==> config.mk <==
export PLATFORM = sky130hd
export DESIGN_NAME = bla_sub_seq
export DESIGN_NICKNAME = d
export VERILOG_FILES = /design/src/rtl/bla_sub_seq.sv
export SDC_FILE = /design/constraint.sdc
export NUM_CORES = 1
export LEC_CHECK = 0
export ABC_AREA = 0
export ABC_CLOCK_PERIOD_IN_PS = 4100
export CORE_MARGIN = 2
export CORE_UTILIZATION = 29
export DETAILED_ROUTE_END_ITERATION = 12
export PLACE_DENSITY_LB_ADDON = 0.15
export SYNTH_ARGS = -nofsm -noshare
export SYNTH_HDL_FRONTEND = slang
export SYNTH_SLANG_ARGS = --single-unit
==> constraint.sdc <==
create_clock -name clk -period 4.1 [get_ports clk]
set_input_delay 1.025 -clock clk [delete_from_list [all_inputs] [get_ports clk]]
set_output_delay 1.025 -clock clk [all_outputs]
set_load 0.02 [all_outputs]
==> src/rtl/bla_sub_seq.sv <==
// bla_sub_seq: sequential borrow-lookahead subtractor, D = A - B - Bin.
// One 4-bit lookahead group is processed per clock, LSB group first.
// Optional feature macro: SUB_OVF_EN adds the signed-overflow output ovf.
//
// state | meaning
// IDLE  | waiting for operands, in_ready=1
// RUN   | processing group k from latched operands and registered borrow
// DONE  | result held on d/bout(/ovf), out_valid=1 until out_ready

module bla_sub_seq #(
    parameter int WIDTH = 16
) (
    input  logic             clk,
    input  logic             rst,
    input  logic             in_valid,
    output logic             in_ready,
    input  logic [WIDTH-1:0] a,
    input  logic [WIDTH-1:0] b,
    input  logic             bin,
    output logic             out_valid,
    input  logic             out_ready,
    output logic [WIDTH-1:0] d,
    output logic             bout
`ifdef SUB_OVF_EN
    ,
    output logic             ovf
`endif
);

    localparam int NGROUPS = WIDTH / 4;
    localparam int KW      = (NGROUPS > 1) ? $clog2(NGROUPS) : 1;

    typedef enum logic [1:0] {
        IDLE,
        RUN,
        DONE
    } state_t;

    state_t            state, state_next;
    logic [WIDTH-1:0]  a_q, b_q, d_q;
    logic              brw_q, bout_q;
    logic [KW-1:0]     k;
    logic [3:0]        ga, gb, g, p, diff;
    logic [4:0]        c;
    logic              last_grp, accept;

    assign accept   = in_valid && (state == IDLE);
    assign last_grp = (k == KW'(NGROUPS - 1));

    // State register
    always_ff @(posedge clk or posedge rst) begin
        if (rst) state <= IDLE;
        else     state <= state_next;
    end

    // Next-state decode
    always_comb begin
        state_next = state;
        case (state)
            IDLE:    if (in_valid) state_next = RUN;
            RUN:     if (last_grp) state_next = DONE;
            DONE:    if (out_ready) state_next = IDLE;
            default: state_next = IDLE;
        endcase
    end

    // Group k lookahead: all four in-group borrows come straight from g/p
    // and the registered group borrow, not from each other.
    always_comb begin
        ga   = a_q[{k, 2'b00} +: 4];
        gb   = b_q[{k, 2'b00} +: 4];
        g    = ~ga & gb;
        p    = ~(ga ^ gb);
        c[0] = brw_q;
        c[1] = g[0] | (p[0] & c[0]);
        c[2] = g[1] | (p[1] & g[0]) | (p[1] & p[0] & c[0]);
        c[3] = g[2] | (p[2] & g[1]) | (p[2] & p[1] & g[0])
             | (p[2] & p[1] & p[0] & c[0]);
        c[4] = g[3] | (p[3] & g[2]) | (p[3] & p[2] & g[1])
             | (p[3] & p[2] & p[1] & g[0])
             | (p[3] & p[2] & p[1] & p[0] & c[0]);
        diff = ga ^ gb ^ c[3:0];
    end

    // Operand latch, per-group result write and final borrow capture
    always_ff @(posedge clk or posedge rst) begin
        if (rst) begin
            a_q    <= '0;
            b_q    <= '0;
            d_q    <= '0;
            brw_q  <= 1'b0;
            bout_q <= 1'b0;
            k      <= '0;
        end else if (accept) begin
            a_q    <= a;
            b_q    <= b;
            d_q    <= '0;
            brw_q  <= bin;
            bout_q <= 1'b0;
            k      <= '0;
        end else if (state == RUN) begin
            d_q[{k, 2'b00} +: 4] <= diff;
            brw_q <= c[4];
            k     <= k + KW'(1);
            if (last_grp) bout_q <= c[4];
        end
    end

`ifdef SUB_OVF_EN
    logic ovf_q;

    // Signed overflow from latched operand signs and the final group's MSB
    always_ff @(posedge clk or posedge rst) begin
        if (rst)                          ovf_q <= 1'b0;
        else if (accept)                  ovf_q <= 1'b0;
        else if (state == RUN && last_grp)
            ovf_q <= (a_q[WIDTH-1] != b_q[WIDTH-1]) && (diff[3] != a_q[WIDTH-1]);
    end

    assign ovf = ovf_q;
`endif

    assign in_ready  = (state == IDLE);
    assign out_valid = (state == DONE);
    assign d         = d_q;
    assign bout      = bout_q;

endmodule

==> results of run 1 <==
[state kept, by name, indices dropped and copies added (netlist names)]
signal	flops
a_q	16
b_q	16
d	16
k	2
state	2
bout	1
brw_q	1
[per-stage QoR]
stage           util  hold WS [ns]
2_1_floorplan      -         0.453
3_3_place_gp   0.362         0.466
3_5_place_dp   0.362         0.468
4_1_cts        0.374         0.492
5_1_grt        0.374         0.515
6_report       0.374         0.481
[Yosys cell counts (all sizes together), types with 2 or more instances]
library cell  number  area share
o21ai             16       0.030
mux4               8       0.067
nor2               4      0.0075
buf                8       0.029
nand2b             3      0.0070
nand2             22       0.031
a211oi             2      0.0056
ha                 8       0.037
or3                2      0.0047
inv               10       0.014
nor3               2      0.0037
a21o               6       0.017
dfrtp             54        0.50
mux2              32        0.18
a22o               4       0.013
[worst reg2reg max path, delay by kind of cell, from the launching register on]
kind                       cells  cell delay, ns
muxes                          1            0.59
AOI/OAI and AO/OA              3            0.79
DFF                            1            0.88
and+or+nand+nor                1            0.09
buffers and inverters          1            0.11
adders and majority gates      1            0.25
[area by class of cell]
cell class / count / area (µm²) / area share
multi-input cells: 124 / 1200 / 0.354
repair buffers: 56 / 558 / 0.164
flip-flops and latches: 54 / 1350 / 0.397
well taps: 111 / 139 / 0.0408
clock inverters: 2 / 37.5 / 0.0110
clock buffers: 6 / 72.6 / 0.0213
inverters: 11 / 41.3 / 0.0121
[worst paths after layout]
kind / cells past startpoint / startpoint / to
max: 2 / state[1] / out_valid
min: 2 / bout / bout
max reg2reg: 7 / k[0] / d[7]
min reg2reg: 2 / bout / bout
max in group asynchronous: 3 / rst / b_q[2]
min in group asynchronous: 2 / rst / d[14]
[power groups by stage]
stage               clock network (µW)  registers [µW]  logic [µW]
finish                             361             974        1540
floorplan                            0             930        1190
detailed placement                   0             996        1560
global route                       396            1020        1700
CTS                                377             988        1560
global placement                     0             995        1550
[cells by family after synthesis]
group	synth area share
muxes	0.242
and+or+nand+nor	0.0743
xor gates and xnor gates	0.00327
adders and majority gates	0.0448
DFF	0.504
buffers and inverters	0.0458
AOI/OAI and AO/OA	0.0850
[routing by layer]
layer	part of all wire	vias to the layer above	GRT usage	wire length, µm
li1	-	803	-	-
met1	0.49	797	0.158	2690
met2	0.46	37	0.195	2550
met5	0	-	0	0
met4	0.0095	0	0.0285	52
met3	0.039	5	0.0320	215
==> key figures, run 1 <==
Run status
  • Status: completed

Setup path
  • CP required: 3.07 ns
  • Kind of critical path: reg2out
  • Critical Path Max Stage Delay: 0.63 ns
  • Slowest cell on the critical path: clkdlybuf4s50_1
  • Crit path cell chain: nor2b_1 -> clkdlybuf4s50_1
  • Worst path bufs/invs: 1
  • R2R setup slack: 1.33 ns
  • CP endpoint kind: output pin
  • Critical path's top delay family: buffers and inverters
  • Kind of start point of the critical path: flop
  • Worst-path maximum fanout: 12
  • CP Data Arrival Time: 1.76 ns

Clocking
  • Post_cts resized: 0
  • CTS Buf Count: 5
  • H-tree depth: 2
  • Clock Sinks: 54
  • Clk root buf: clkbuf_8
  • CTS max path bufs: 2
  • Clock-pin slew on the worst setup and hold paths: 0.10 ns
  • Hold-fix buffers, CTS: 0
  • Clk Latency, worst-skew pair: 0.30 ns
  • Post-CTS Repair Setup Buffers: 0
  • CTS tree: built

GRT
  • Vias in the first global route: 1782
  • Initial antenna violation count: 0
  • Grt ovf: 0
  • First-pass GRT wire length: 9110 µm
  • Tot GR Track Use: 0.119
  • Largest net degree at the start of global routing: 34

Routing
  • # DRC: 0
  • Starting DRC count in detailed routing: 73
  • Antenna-violating nets left: 0
  • First-pass DRT Iterations: 4
  • Via count: 1642
  • Final WL: 5500 µm
  • DR WL/cell: 15.1 µm
  • DR vias/cell: 4.51

Power
  • P_int: 1740 µW
  • Maximum VDD drop: 0.344 mV
  • Switching power: 1130 µW
  • Overall Power: 2870 µW
  • Logic pwr share: 0.536
  • Sequential share of power: 0.339
  • Sw Ratio: 0.393
  • PD cells: 844 nW/µm²
  • Leakage: 0.00149 µW
  • Clock power frac: 0.126

STA
  • Tmin final: 2.79 ns
  • Actual slew at the worst max-slew pin: 0.803 ns
  • Hold Vio Cnt, Final: 0
  • Post-Route Setup TNS: 0 ns
  • Rel. slew slack: 0.465
  • Period utilization: 0.680
  • RSZ-0062 raised after global routing: no
  • Pins over their slew limit: 0
  • Setup ws final: 1.31 ns
  • Clock Skew: 0.00912 ns
  • FMAX: 0.359 GHz
  • Final setup violation count: 0

Die
  • Row cnt: 35
  • Die H: 100 µm
  • Starting Density: 0.294
  • Core Region: 9110 µm²
  • I/O pin cnt: 56
  • Die width: 100 µm
  • Die ar.: 10000 µm²

Synthesis
  • Top_reg_cell synth: dfrtp_1
  • Sequential share of the synthesized area: 0.504
  • Cell count after synthesis: 198
  • Synth Cell Area: 2680 µm²
  • Async S/R FF share, synth: 1.00
  • Yosys warning count: 0
  • Register bit count reported by yosys: 54
  • Syn_area_per_cell: 13.5 µm²
  • Post-synthesis cell type count: 36
  • Post-synth EDFFs: 0
  • Net Count, Synth: 244

Final layout
  • Commonest non-fill, non-tap cell in the layout: clkdlybuf4s50_1
  • Fillcell total: 935
  • Layout cells sized above 1: 0.202
  • Non-Filler Instances: 364
  • Antenna fix cells: 0
  • Final-stage net count: 298
  • Area growth syn-to-layout: 27.1%
  • Design Area, Final: 3400 µm²
  • Most frequent cells in the layout: clkdlybuf4s50_1 (55), dfrtp_1 (54), mux2_4 (29), nand2_1 (22), o21ai_1 (13)

Place
  • Cells after DPL: 356
  • I/O Buffers: 55
  • Setup slack at placement: 1.25 ns
  • Detail Placement HPWL: 4020 µm
  • Routability cong.: 0.688
  • Placement Cell Area: 3290 µm²

Min path
  • Hold Crit Class: reg2reg

Run
  • # Max-Cap Violations: 0
Power figures use the tool's default switching activity.
==> run 2: changes to the inputs <==
Settings changed: ABC_CLOCK_PERIOD_IN_PS 4100 to 2400.
Clock period 4.1 ns to 2.4 ns, I/O delays scaled along.
==> key figures, run 2 (synthesis results as in run 1) <==
Final layout
  • Final-stage net count: 309 (+3.7%)
  • Fillcell total: 885 (-5.3%)
  • Multi-input logic area: 1210 µm² (+0.83%)
  • Area growth syn-to-layout: 30.5%
  • Commonest non-fill, non-tap cell in the layout: clkdlybuf4s50_1
  • Layout cells sized above 1: 0.237 (+0.0351)
  • Most frequent cells in the layout: clkdlybuf4s50_1 (55), dfrtp_1 (53), mux2_4 (29), nand2_1 (22), o21ai_1 (13)
  • Reg area: 1350 µm² (about the same)
  • Non-Filler Instances: 373 (+2.5%)
  • Antenna fix cells: 0 (unchanged)
  • Final Core Density: 0.384 (+0.0100)

STA
  • Final setup violation count: 0 (unchanged)
  • Period utilization: 0.938
  • Tmin final: 2.25 ns
  • Post-Route Setup TNS: 0 ns (unchanged)
  • Clock Skew: 0.00542 ns (-0.00369 ns)
  • Rel. slew slack: 0.783 (+0.318)
  • Hold Vio Cnt, Final: 0 (unchanged)
  • Actual slew at the worst max-slew pin: 0.325 ns (-0.477 ns)
  • Setup ws final: 0.148 ns (-1.16 ns)
  • RSZ-0062 raised after global routing: no
  • Pins over their slew limit: 0 (unchanged)
  • FMAX: 0.444 GHz

Setup path
  • Crit path cell chain: buf_4 -> mux4_2 -> ha_1 -> o21ai_0 -> nor2_1 -> o311ai_4 -> a22o_1
  • Slowest cell on the critical path: mux4_2
  • Critical path's top delay family: multiplexers
  • Levels on crit path: 7 (+5)
  • Worst-path maximum fanout: 5 (-7)
  • CP Data Arrival Time: 2.45 ns (+0.69 ns)
  • R2R depth: 7 (unchanged)
  • CP endpoint kind: flop
  • CP required: 2.60 ns (-0.47 ns)
  • Kind of start point of the critical path: flop
  • Worst path bufs/invs: 1 (unchanged)
  • Critical Path Max Stage Delay: 0.50 ns (-0.13 ns)
  • Kind of critical path: reg2reg

Die
  • Die ar.: 10000 µm² (unchanged)
  • Die H: 100 µm (unchanged)
  • Die width: 100 µm (unchanged)
  • Starting Density: 0.294 (unchanged)
  • Core Region: 9110 µm² (unchanged)
  • I/O pin cnt: 56 (unchanged)
  • Row cnt: 35 (unchanged)

GRT
  • Largest net degree at the start of global routing: 55 (+62%)
  • Vias in the first global route: 1869 (+4.9%)
  • Tot GR Track Use: 0.124 (+0.00491)
  • Initial antenna violation count: 0 (unchanged)
  • Grt ovf: 0 (unchanged)
  • First-pass GRT wire length: 9560 µm (+4.9%)

Place
  • Detail Placement HPWL: 4220 µm (+5.1%)
  • I/O Buffers: 55 (unchanged)
  • Setup slack at placement: 0.0586 ns (-1.19 ns)
  • Cells after DPL: 367 (+3.1%)
  • Routability cong.: 0.717 (+4.2%)

Min path
  • Worst hold path cell count: 2 (unchanged)
  • Hold Crit Class: reg2reg

Routing
  • Antenna-violating nets left: 0 (unchanged)
  • First-pass DRT Iterations: 4 (unchanged)
  • DR WL/cell: 14.8 µm (-1.9%)
  • DR vias/cell: 4.53 (+0.50%)
  • Starting DRC count in detailed routing: 53 (-27%)
  • # DRC: 0 (unchanged)
  • Final WL: 5530 µm (+0.56%)
  • Via count: 1691 (+3.0%)

Power
  • Maximum VDD drop: 0.615 mV (+79%)
  • Leakage: 0.00155 µW (+3.7%)
  • Overall Power: 5180 µW (+80%)
  • PD cells: 1480 nW/µm² (+76%)

Clocking
  • Clock Sinks: 54 (unchanged)
  • Post-CTS Repair Setup Buffers: 0 (unchanged)
  • Clock-pin slew on the worst setup and hold paths: 0.09 ns (about the same)
  • CTS Buf Count: 5 (unchanged)
  • H-tree depth: 2 (unchanged)
  • CTS tree: built
  • Clk root buf: clkbuf_8
  • CTS max path bufs: 2 (unchanged)
  • Clk Latency, worst-skew pair: 0.30 ns (about the same)
  • Hold-fix buffers, CTS: 0 (unchanged)

Run
  • # Max-Cap Violations: 0 (unchanged)

Run status
  • Status: completed
## run 2: changes by cell type in the layout (fill, tap and decap cells not counted), sizes merged
cell      change
buf          +11
bufinv        -1
clkinvlp      -1
## run 2: routing by layer
layer | global-route usage | vias to the layer above | wire length (µm)
li1 | - | 827 | -
met1 | 0.162 | 819 | 2510
met5 | 0 | - | 0
met2 | 0.204 | 38 | 2730
met4 | 0.0411 | 0 | 78
met3 | 0.0279 | 7 | 221
## run 2: area by class of cell
class                   count  area share
repair buffers             67       0.190
inverters                  11      0.0118
clock buffers               6      0.0236
flip-flops and latches     54       0.387
multi-input cells         124       0.348
well taps                 111      0.0397
## run 2: repair_timing
item / 4_1_cts / 5_1_grt
setup endpoints to repair: 0 / 4
endpoints found under the hold margin: 0 / 0
resized for setup: 0 / 2
## run 2: path summary, 6_finish.rpt
path                            start  slack, ns  endpoint
worst min-delay path             bout       0.48      bout
worst min register to register   bout       0.48      bout
max in group asynchronous         rst       1.48     d[11]
worst max-delay path             k[0]       0.15     d[15]
min in group asynchronous         rst       0.65    a_q[3]
worst max register to register   k[0]       0.15     d[15]
## run 2: where the power goes
group | internal, µW | switching (µW)
logic | 1650 | 1400
registers | 1310 | 303
clock network | 223 | 282
total | 3190 | 1990
## run 2: stage by stage
stage	hold slack, ns	area (µm²)
floorplan	0.453	2680
global placement	0.466	3400
detailed placement	0.472	3400
CTS	0.494	3480
global route	0.534	3500
finish	0.483	3500
## run 2: worst min-delay path, stage by stage (launching register included)
cell and delay (ns):
dfrtp_1 0.35, nand2_1 0.05, o31ai_1 0.05
